`src/rtl/muldiv_pkg.sv`:
```
// Shared constants for the EX-stage multiply/divide unit.
// Holds the operation codes decoded by ID, the FSM state encodings,
// the last iteration index and a small absolute-value helper.
package muldiv_pkg;

   localparam logic [2:0] OP_NONE   = 3'd0;
   localparam logic [2:0] OP_MULT   = 3'd1;
   localparam logic [2:0] OP_MULTU  = 3'd2;
   localparam logic [2:0] OP_DIV    = 3'd3;
   localparam logic [2:0] OP_DIVU   = 3'd4;
   localparam logic [2:0] OP_MTHI   = 3'd5;
   localparam logic [2:0] OP_MTLO   = 3'd6;
   localparam logic [2:0] OP_MFHILO = 3'd7;

   localparam logic [1:0] ST_IDLE = 2'd0;
   localparam logic [1:0] ST_CALC = 2'd1;
   localparam logic [1:0] ST_FIX  = 2'd2;

   localparam logic [4:0] ITER_LAST = 5'd31;

   // 0x80000000 maps to itself, which is the correct unsigned magnitude.
   function automatic logic [31:0] abs32(input logic [31:0] v);
      return v[31] ? (32'd0 - v) : v;
   endfunction

endpackage

```
`src/rtl/ex_muldiv_unit_if.sv`:
```
// Bundle between the ID/EX register / EX result mux and the mul/div unit.
//   i_valid, i_flush, i_op, i_operand_a, i_operand_b : request side
//   o_busy, o_stall, o_done, o_hi, o_lo              : status and HI/LO
// master: pipeline side, slave: the unit.
interface ex_muldiv_unit_if;
   logic        i_valid;
   logic        i_flush;
   logic [2:0]  i_op;
   logic [31:0] i_operand_a;
   logic [31:0] i_operand_b;
   logic        o_busy;
   logic        o_stall;
   logic        o_done;
   logic [31:0] o_hi;
   logic [31:0] o_lo;

   modport master (
      output i_valid, i_flush, i_op, i_operand_a, i_operand_b,
      input  o_busy, o_stall, o_done, o_hi, o_lo
   );

   modport slave (
      input  i_valid, i_flush, i_op, i_operand_a, i_operand_b,
      output o_busy, o_stall, o_done, o_hi, o_lo
   );
endinterface

```
`src/rtl/muldiv_core.sv`:
```
// Iterative datapath: 64-bit accumulator plus latched multiplicand/divisor.
//   load_i   : capture unsigned magnitudes a_i/b_i and the mul/div select
//   step_i   : one shift-add (mul) or restoring-divide (div) iteration
//   acc_o    : mul -> {product}, div -> {remainder, quotient}
module muldiv_core
   import muldiv_pkg::*;
(
   input  logic        clk,
   input  logic        reset,
   input  logic        load_i,
   input  logic        step_i,
   input  logic        is_div_i,
   input  logic [31:0] a_i,
   input  logic [31:0] b_i,
   output logic [63:0] acc_o
);

   logic [63:0] acc_q, acc_d;
   logic [31:0] opnd_q, opnd_d;
   logic        is_div_q, is_div_d;
   logic [32:0] mul_sum;
   logic [32:0] rem_sh;
   logic [33:0] diff;
   logic        unused_diff_bit;

   assign unused_diff_bit = diff[32];

   always_comb begin
      acc_d    = acc_q;
      opnd_d   = opnd_q;
      is_div_d = is_div_q;
      mul_sum  = {1'b0, acc_q[63:32]} + (acc_q[0] ? {1'b0, opnd_q} : 33'd0);
      // Partial remainder after the left shift needs 33 bits.
      rem_sh   = acc_q[63:31];
      diff     = {1'b0, rem_sh} - {2'b00, opnd_q};
      if (load_i) begin
         is_div_d = is_div_i;
         if (is_div_i) begin
            acc_d  = {32'd0, a_i};
            opnd_d = b_i;
         end else begin
            acc_d  = {32'd0, b_i};
            opnd_d = a_i;
         end
      end else if (step_i) begin
         if (is_div_q) begin
            if (!diff[33]) acc_d = {diff[31:0], acc_q[30:0], 1'b1};
            else           acc_d = {rem_sh[31:0], acc_q[30:0], 1'b0};
         end else begin
            acc_d = {mul_sum, acc_q[31:1]};
         end
      end
   end

   always_ff @(posedge clk) begin
      if (reset) begin
         acc_q    <= '0;
         opnd_q   <= '0;
         is_div_q <= 1'b0;
      end else begin
         acc_q    <= acc_d;
         opnd_q   <= opnd_d;
         is_div_q <= is_div_d;
      end
   end

   assign acc_o = acc_q;

endmodule

```
`src/rtl/ex_muldiv_unit.sv`:
```
// EX-stage multiply/divide unit with architectural HI/LO.
//   clk, reset : clock, synchronous active-high reset
//   bus        : request (valid/flush/op/operands) and status (busy/stall/done/HI/LO)
//
// state | meaning
// IDLE  | accepting ops; MTHI/MTLO write here
// CALC  | 32 iterations in muldiv_core
// FIX   | apply signs, write HI/LO, pulse done next cycle
module ex_muldiv_unit
   import muldiv_pkg::*;
#(
   parameter int DATA_WIDTH = 32
) (
   input logic             clk,
   input logic             reset,
   ex_muldiv_unit_if.slave bus
);

   logic [1:0]            state_q, state_d;
   logic [4:0]            count_q, count_d;
   logic [DATA_WIDTH-1:0] hi_q, hi_d, lo_q, lo_d;
   logic                  done_q, done_d;
   logic                  neg_res_q, neg_res_d;
   logic                  neg_rem_q, neg_rem_d;
   logic                  is_div_q, is_div_d;
   logic                  dz_q, dz_d;
   logic [31:0]           dividend_q, dividend_d;

   logic        busy, accept, op_arith, op_signed, op_div;
   logic [63:0] acc, prod_fix;
   logic [31:0] quot_fix, rem_fix;

   assign busy      = (state_q != ST_IDLE);
   assign accept    = bus.i_valid & ~bus.i_flush & ~busy & (bus.i_op != OP_NONE);
   assign op_arith  = (bus.i_op == OP_MULT) | (bus.i_op == OP_MULTU) |
                      (bus.i_op == OP_DIV)  | (bus.i_op == OP_DIVU);
   assign op_signed = (bus.i_op == OP_MULT) | (bus.i_op == OP_DIV);
   assign op_div    = (bus.i_op == OP_DIV)  | (bus.i_op == OP_DIVU);

   muldiv_core u_core (
      .clk      (clk),
      .reset    (reset),
      .load_i   (accept & op_arith),
      .step_i   (state_q == ST_CALC),
      .is_div_i (op_div),
      .a_i      (op_signed ? abs32(bus.i_operand_a) : bus.i_operand_a),
      .b_i      (op_signed ? abs32(bus.i_operand_b) : bus.i_operand_b),
      .acc_o    (acc)
   );

   assign prod_fix = neg_res_q ? (64'd0 - acc) : acc;
   assign quot_fix = neg_res_q ? (32'd0 - acc[31:0]) : acc[31:0];
   assign rem_fix  = neg_rem_q ? (32'd0 - acc[63:32]) : acc[63:32];

   always_comb begin
      state_d    = state_q;
      count_d    = count_q;
      hi_d       = hi_q;
      lo_d       = lo_q;
      done_d     = 1'b0;
      neg_res_d  = neg_res_q;
      neg_rem_d  = neg_rem_q;
      is_div_d   = is_div_q;
      dz_d       = dz_q;
      dividend_d = dividend_q;
      case (state_q)
         ST_IDLE: begin
            if (accept) begin
               if (op_arith) begin
                  state_d    = ST_CALC;
                  count_d    = '0;
                  neg_res_d  = op_signed & (bus.i_operand_a[31] ^ bus.i_operand_b[31]);
                  neg_rem_d  = op_signed & op_div & bus.i_operand_a[31];
                  is_div_d   = op_div;
                  dz_d       = (bus.i_operand_b == 32'd0);
                  dividend_d = bus.i_operand_a;
               end else if (bus.i_op == OP_MTHI) begin
                  hi_d = bus.i_operand_a;
               end else if (bus.i_op == OP_MTLO) begin
                  lo_d = bus.i_operand_a;
               end
            end
         end
         ST_CALC: begin
            count_d = count_q + 5'd1;
            if (count_q == ITER_LAST) state_d = ST_FIX;
         end
         ST_FIX: begin
            state_d = ST_IDLE;
            count_d = '0;
            done_d  = 1'b1;
            if (!is_div_q) begin
               hi_d = prod_fix[63:32];
               lo_d = prod_fix[31:0];
            end else if (dz_q) begin
               // Divide by zero leaves the original dividend in HI.
               hi_d = dividend_q;
               lo_d = 32'hFFFF_FFFF;
            end else begin
               hi_d = rem_fix;
               lo_d = quot_fix;
            end
         end
         default: state_d = ST_IDLE;
      endcase
   end

   always_ff @(posedge clk) begin
      if (reset) begin
         state_q    <= ST_IDLE;
         count_q    <= '0;
         hi_q       <= '0;
         lo_q       <= '0;
         done_q     <= 1'b0;
         neg_res_q  <= 1'b0;
         neg_rem_q  <= 1'b0;
         is_div_q   <= 1'b0;
         dz_q       <= 1'b0;
         dividend_q <= '0;
      end else begin
         state_q    <= state_d;
         count_q    <= count_d;
         hi_q       <= hi_d;
         lo_q       <= lo_d;
         done_q     <= done_d;
         neg_res_q  <= neg_res_d;
         neg_rem_q  <= neg_rem_d;
         is_div_q   <= is_div_d;
         dz_q       <= dz_d;
         dividend_q <= dividend_d;
      end
   end

   assign bus.o_busy  = busy;
   assign bus.o_stall = bus.i_valid & ~bus.i_flush & busy & (bus.i_op != OP_NONE);
   assign bus.o_done  = done_q;
   assign bus.o_hi    = hi_q;
   assign bus.o_lo    = lo_q;

endmodule

```
`src/flat_wrapper.sv`:
```
// flat-port wrapper written by rule: the top's interface ports become plain ports
module ex_muldiv_unit_flat import muldiv_pkg::*;
#(
   parameter int DATA_WIDTH = 32
)
  (clk, reset, bus_i_valid, bus_i_flush, bus_i_op, bus_i_operand_a, bus_i_operand_b, bus_o_busy, bus_o_stall, bus_o_done, bus_o_hi, bus_o_lo);
  ex_muldiv_unit_if bus_i ();
  input logic clk;
  input logic reset;
  input wire logic [$bits(bus_i.i_valid)-1:0] bus_i_valid;
  input wire logic [$bits(bus_i.i_flush)-1:0] bus_i_flush;
  input wire logic [$bits(bus_i.i_op)-1:0] bus_i_op;
  input wire logic [$bits(bus_i.i_operand_a)-1:0] bus_i_operand_a;
  input wire logic [$bits(bus_i.i_operand_b)-1:0] bus_i_operand_b;
  output wire logic [$bits(bus_i.o_busy)-1:0] bus_o_busy;
  output wire logic [$bits(bus_i.o_stall)-1:0] bus_o_stall;
  output wire logic [$bits(bus_i.o_done)-1:0] bus_o_done;
  output wire logic [$bits(bus_i.o_hi)-1:0] bus_o_hi;
  output wire logic [$bits(bus_i.o_lo)-1:0] bus_o_lo;
  assign bus_i.i_valid = bus_i_valid;
  assign bus_i.i_flush = bus_i_flush;
  assign bus_i.i_op = bus_i_op;
  assign bus_i.i_operand_a = bus_i_operand_a;
  assign bus_i.i_operand_b = bus_i_operand_b;
  assign bus_o_busy = bus_i.o_busy;
  assign bus_o_stall = bus_i.o_stall;
  assign bus_o_done = bus_i.o_done;
  assign bus_o_hi = bus_i.o_hi;
  assign bus_o_lo = bus_i.o_lo;
  ex_muldiv_unit #(.DATA_WIDTH(DATA_WIDTH)) u_core (.clk(clk), .reset(reset), .bus(bus_i));
endmodule
```
`config.mk`:
```
export PLATFORM = sky130hd
export DESIGN_NAME = ex_muldiv_unit_flat
export DESIGN_NICKNAME = d
export VERILOG_FILES = /design/src/rtl/muldiv_pkg.sv /design/src/rtl/ex_muldiv_unit_if.sv /design/src/rtl/muldiv_core.sv /design/src/rtl/ex_muldiv_unit.sv /design/src/flat_wrapper.sv
export SDC_FILE = /design/constraint.sdc
export NUM_CORES = 1
export LEC_CHECK = 0
export BUFFER_PORTS_ARGS = -buffer_cell sky130_fd_sc_hd__clkbuf_2
export CORE_MARGIN = 1.5
export CORE_UTILIZATION = 60
export DETAILED_ROUTE_END_ITERATION = 6
export GPL_ROUTABILITY_DRIVEN = 0
export PLACE_DENSITY_LB_ADDON = 0.3
export SLEW_MARGIN = 40
export SYNTH_ARGS = -nofsm -noshare
export SYNTH_HDL_FRONTEND = slang
export SYNTH_SLANG_ARGS = --single-unit
```
`constraint.sdc`:
```
create_clock -name clk -period 5.65 [get_ports clk]
set_clock_uncertainty 0.15 [all_clocks]
set_input_delay 0.565 -clock clk [delete_from_list [all_inputs] [get_ports clk]]
set_output_delay 0.565 -clock clk [all_outputs]
set_load 0.05 [all_outputs]
```
# Word level (Yosys, flattened, before mapping)
# Index checks and enable logic that the tools add are counted.
[word_totals]
reg_bits = 205
input_bits = 71
[op_classes]
n_addsub = 8
eq_ne = 16
n_mux = 35
n_bitwise = 17
n_reduce_logical = 12
[op_table]
columns = ["cell", "n"]
rows = [
  ["32-bit 2-to-1 mux", 20],
  ["64-bit 2-to-1 mux", 5],
  ["32-bit case mux with 2 select lines", 2],
  ["1-bit by 32-bit subtractor with 32-bit output, first input constant", 4],
  ["1-bit by 64-bit subtractor with 64-bit output, first input constant", 1],
  ["33-bit by 32-bit subtractor with 34-bit output", 1],
  ["32-bit by 33-bit adder with 33-bit output", 1],
  ["32-bit logical NOT", 1],
  ["5-bit case mux with 3 select lines", 1],
  ["5-bit 2-to-1 mux", 2],
  ["2-bit by 1-bit inequality test with 1-bit output, second input constant", 5],
  ["1-bit bitwise AND", 9],
  ["3-bit == test, second input constant", 3],
  ["3-bit AND reduction", 3],
  ["3-bit by 2-bit == test with 1-bit output, second input constant", 2],
  ["2-bit 2-to-1 mux", 3],
  ["2-bit nonzero test", 3],
  ["3-bit nonzero test", 2],
  ["5-bit by 1-bit adder with 5-bit output, second input constant", 1],
  ["5-bit == test, second input constant", 1],
  ["1-bit OR", 5],
  ["5-bit AND reduction", 1],
  ["2-bit inequality test, second input constant", 2],
  ["2-bit case mux with 2 select lines", 1],
  ["8 further kinds", 9],
]

# Longest topological paths before layout
[depth]
depth_word = 7
mapped_depth = 14

# By module
# Synthesis repeated with hierarchy kept, for this count alone.
[unflattened]
hier_cells = 2334
area_unflattened_um2 = 17511.8
[modules_own_cells]
columns = ["module", "instances", "cells_each", "area_each_um2"]
rows = [
  ["ex_muldiv_unit", 1, 1284, 9014.9],
  ["muldiv_core", 1, 1050, 8496.9],
]

# Least setup slack after synthesis
# No wires, ideal clock.
[synth_timing]
path_kind = "reg-to-reg"
start = "register u_core.u_core.acc_q[0] (netlist: u_core.u_core.acc_o[0])"
end = "register u_core.u_core.acc_q[63] (netlist: u_core.u_core.acc_o[63])"
setup_time_ns = 0.117
arrival_time_ns = 3.312
required_ns = 5.383
slack_ns = 2.070
stages_incl_launch_ff = 15
period_less_slack_ns = 3.580
cell_sequence = "dfxtp_1 inv_1 buf_1 nor2_1 ha_1 clkbuf_1 a21oi_1 o21ai_0 or3_1 a31oi_1 o41ai_2 a2111oi_0 o31a_1 o211ai_1 a32o_1"
[synth_via]
elab_chain_len = 5
[synth_rtl]
columns = ["item", "line", "text"]
rows = [
  ["start: declaration", "muldiv_core.sv:18", "logic [63:0] acc_q, acc_d;"],
  ["start signal: assignment", "muldiv_core.sv:57", "acc_q <= '0;"],
  ["start signal: assignment", "muldiv_core.sv:61", "acc_q <= acc_d;"],
  ["32-bit 2-to-1 mux", "muldiv_core.sv:32", "mul_sum = {1'b0, acc_q[63:32]} + (acc_q[0] ? {1'b0, opnd_q} : 33'd0);"],
  ["32-bit by 33-bit adder with 33-bit output", "muldiv_core.sv:32", ""],
  ["64-bit 2-to-1 mux", "muldiv_core.sv:46", "if (is_div_q) begin"],
  ["64-bit 2-to-1 mux", "muldiv_core.sv:45", "end else if (step_i) begin"],
  ["64-bit 2-to-1 mux", "muldiv_core.sv:36", "if (load_i) begin"],
]
# Every way passes these cells. The select of a mux whose other input is x is not followed.
# A chain may end at the register's enable or synchronous reset.

# Worst setup path after layout
[layout_timing]
start = "register u_core.u_core.acc_q[42] (netlist: u_core.u_core.acc_o[42])"
end = "register u_core.u_core.acc_q[59] (netlist: u_core.u_core.acc_o[59])"
[layout_via]
elab_chain_len = 5
word_cells_on_any_way = 6
classes_between = "add/sub (2); mux (4)"
[layout_rtl]
columns = ["item", "line", "text"]
rows = [
  ["33-bit by 32-bit subtractor with 34-bit output", "muldiv_core.sv:35", "diff = {1'b0, rem_sh} - {2'b00, opnd_q};"],
  ["64-bit 2-to-1 mux", "muldiv_core.sv:47", "if (!diff[33]) acc_d = {diff[31:0], acc_q[30:0], 1'b1};"],
  ["64-bit 2-to-1 mux *", "muldiv_core.sv:46", ""],
  ["64-bit 2-to-1 mux *", "muldiv_core.sv:45", ""],
  ["64-bit 2-to-1 mux *", "muldiv_core.sv:36", ""],
]
# Mark *: on every way between the ends. The rest lies on a longest branch, timed or not. The select of a mux whose other input is x is not followed.

==> qor.yml <==
run_status:
  status: "completed"
timing:
  min_period_over_period_pct: 80.2
  hold_viol: 0
  final_max_slew_viol_count: 0
  tightest_slew_ns: 0.957
  worst_slack_ns: 1.12
  rsz0062_at_grt: "no"
  max_clock_freq_mhz: 221
  fin_crit_ns: 4.53
  finalSetupTns_ns: 0
  slew_headroom_pct: 36.1
  setup_viol_count_final: 0
cts:
  post_cts_resized: 0
  clock_latency_ns: 0.54
  cts-root-buf: "clkbuf_16"
  cts-buffers-inserted: 24
  cts.path.max_buffers: 3
  hold_buffers: 0
  numClockSinks: 205
  h-tree-depth: 1
  clk_pin_slew_ns: 0.06
  post_cts_buffers: 0
  cts_tree: "done"
grt:
  antenna_found_initial: 0
  first_global_vias: 16100
  grtUsageTotal_pct: 39.3
  grt_max_degree: 86
  grt_pass1_wl_um: 89000
  overflow: 0
placement:
  dpl_cell_area_sq_um: 17400
  io_buffers: 137
  dp.cells: 2584
  dp_slack_ns: 1.37
  dpl.hpwl_um: 42400
floorplan:
  pin_count: 138
  fp.dieArea_sq_um: 28800
  core_area_sq_um: 27100
  die_h_um: 170
  num_rows: 60
  die_x_um: 170
  start_util_pct: 61.6
yosys:
  synth_flop_cell: "dfxtp_1"
  synthCells: 2237
  synth_largest_area_cell: "dfxtp_1"
  synth.top_cell.area_share_pct: 24.6
  yosysSeqAreaShare_pct: 24.6
  synth_edf_count: 0
  synth_area_sq_um: 16700
  yosys-top-cells-area: "dfxtp_1 (25%), mux2i_1 (7.8%), a21oi_1 (6.9%), nand2_1 (6.6%), xor2_1 (6.0%)"
  avgSynthCellArea_sq_um: 7.46
  synth_nets: 2380
  synth_seq_cells: 205
  async_flop_share_pct: 0
  ys_types: 85
  yosys_warnings: 0
layout:
  antenna-diode-count: 0
  stdcell_count: 2627
  fin_area_sq_um: 18200
  nNetsFinal: 2382
  area_delta_synth_final_pct: 8.81
  drive_above_1_share_pct: 10.5
worst_setup_path:
  worst_setup_path_end_kind: "flop"
  worstPathArrival_ns: 4.80
  path_max_fanout: 37
  critPathKind: "reg -> reg"
  cp.required_ns: 5.92
  worstSetupStartpointType: "flop"
routing:
  via_count: 17800
  drt_pass1_iterations: 7
  wire_per_inst_um: 22.4
  drt-total-wl_um: 58900
  post_drt_via_cell_ratio: 6.76
  drt_iter0_markers: 2645
  ant_nets: 0
  drc_errors: 0
worst_hold_path:
  min_path_type: "in -> reg"
power:
  peakVddDrop_mv: 0.211
  power_density_nw_per_um2: 235
  power.leakage_nw: 7.43
job:
  drv_cap: 0
[cell usage in the layout (no fill, tap or decap), drive strengths merged, types with 17 or more instances in the layout]
cell and n:
or3 18, o21ai 151, ha 70, a221oi 39
nor3 26, a21oi 231, inv 74, mux2i 130
nand4 17, o211ai 73, dfxtp 205, xor2 114
clkbuf 171, xnor2 86, nand2b 19, buf 22
a211oi 28, o31ai 37, nor2 171, a21o 22
nand3 29, nand2 293, nor4 17
[synth_stat cells, drive strengths merged, types with 28 or more instances]
library cell / n
o31ai: 37
inv: 74
ha: 70
nand3: 29
o21ai: 151
o211ai: 73
a211oi: 28
a21oi: 231
dfxtp: 205
mux2i: 130
xor2: 114
buf: 32
a221oi: 39
clkbuf: 150
xnor2: 86
nor2: 171
nand2: 293
[layout make-up]
class                   count  area, sq um
clock inverters             7         98.8
repair buffers            158          862
well taps                 372          465
flip-flops and latches    205         4110
inverters                  75          282
fillers                  2291         8930
multi-input cells        1775        11700
clock buffers              35          692
[registers in the layout, indices dropped and copies added, names as in the netlist]
| signal | cells |
|---|---|
| u_core.u_core.is_div_q | 1 |
| u_core.dividend_q | 32 |
| u_core.is_div_q | 1 |
| u_core.dz_q | 1 |
| u_core.neg_rem_q | 1 |
| u_core.count_q | 5 |
| u_core.u_core.opnd_q | 32 |
| u_core.bus.o_hi | 32 |
| u_core.u_core.acc_o | 64 |
| u_core.neg_res_q | 1 |
| u_core.bus.o_done | 1 |
| u_core.bus.o_lo | 32 |
| u_core.state_q | 2 |
[power breakdown]
group | internal (mW) | total [mW] | switching, mW
Sequential | 1.50 | 1.57 | 0.0768
Clock | 0.938 | 1.60 | 0.665
Combinational | 0.380 | 1.09 | 0.707
[metal layers]
metal  track usage, %  vias to the layer above  share of wire (%)
li1                 -                     8055                  -
met1             50.3                     8363                 38
met2             61.8                     1118                 44
met3             7.86                      219                 11
met4             22.4                        0                6.7
met5                0                        -                  0
[worst max-delay path, cell delays in order, from the launching register on]
cell	delay [ns]
dfxtp_1	0.59
ha_1	0.39
a21oi_1	0.30
nand2_1	0.10
a221oi_1	0.69
a21oi_1	0.26
a21oi_1	0.58
o31ai_4	0.11
buf_4	0.32
or2_2	0.43
o221a_2	0.27
a32o_1	0.21
[worst paths after layout]
check / from / to / slack, ns / depth (start not counted)
worst min register to register: u_core.dividend_q[26]$_SDFFE_PP0P_ / u_core.dividend_q[26]$_SDFFE_PP0P_ / 0.30 / 2
worst max register to register: u_core.u_core.acc_o[42]$_SDFFE_PP0P_ / u_core.u_core.acc_o[59]$_SDFFE_PP0P_ / 1.12 / 11
worst max-delay path: u_core.u_core.acc_o[42]$_SDFFE_PP0P_ / u_core.u_core.acc_o[59]$_SDFFE_PP0P_ / 1.12 / 11
worst min-delay path: bus_i_operand_a[1] / u_core.dividend_q[1]$_SDFFE_PP0P_ / 0.14 / 3
[cells by family (layout without fill, tap and decap cells)]
| logic type | after synthesis | in the layout | share of synthesized area [%] |
|---|---|---|---|
| multiplexers | 132 | 132 | 7.93 |
| AO/OA/AOI/OAI | 706 | 706 | 27.2 |
| flip-flops | 205 | 205 | 24.6 |
| buffers and inverters | 257 | 275 | 5.97 |
| adder cells (fa/ha/maj) | 72 | 72 | 5.49 |
| XOR/XNOR | 200 | 200 | 10.5 |
| AND/OR/NAND/NOR | 665 | 665 | 18.4 |
[stage by stage]
stage | util, % | hold WS, ns | power (mW)
2_1_floorplan | - | 0.281 | 2.33
4_1_cts | 66.9 | 0.138 | 4.21
3_3_place_gp | 64.0 | 0.289 | 2.62
5_1_grt | 67.0 | 0.157 | 4.38
6_report | 67.0 | 0.137 | 4.26
3_5_place_dp | 64.0 | 0.296 | 2.64
(Power assumes the default switching activity.)
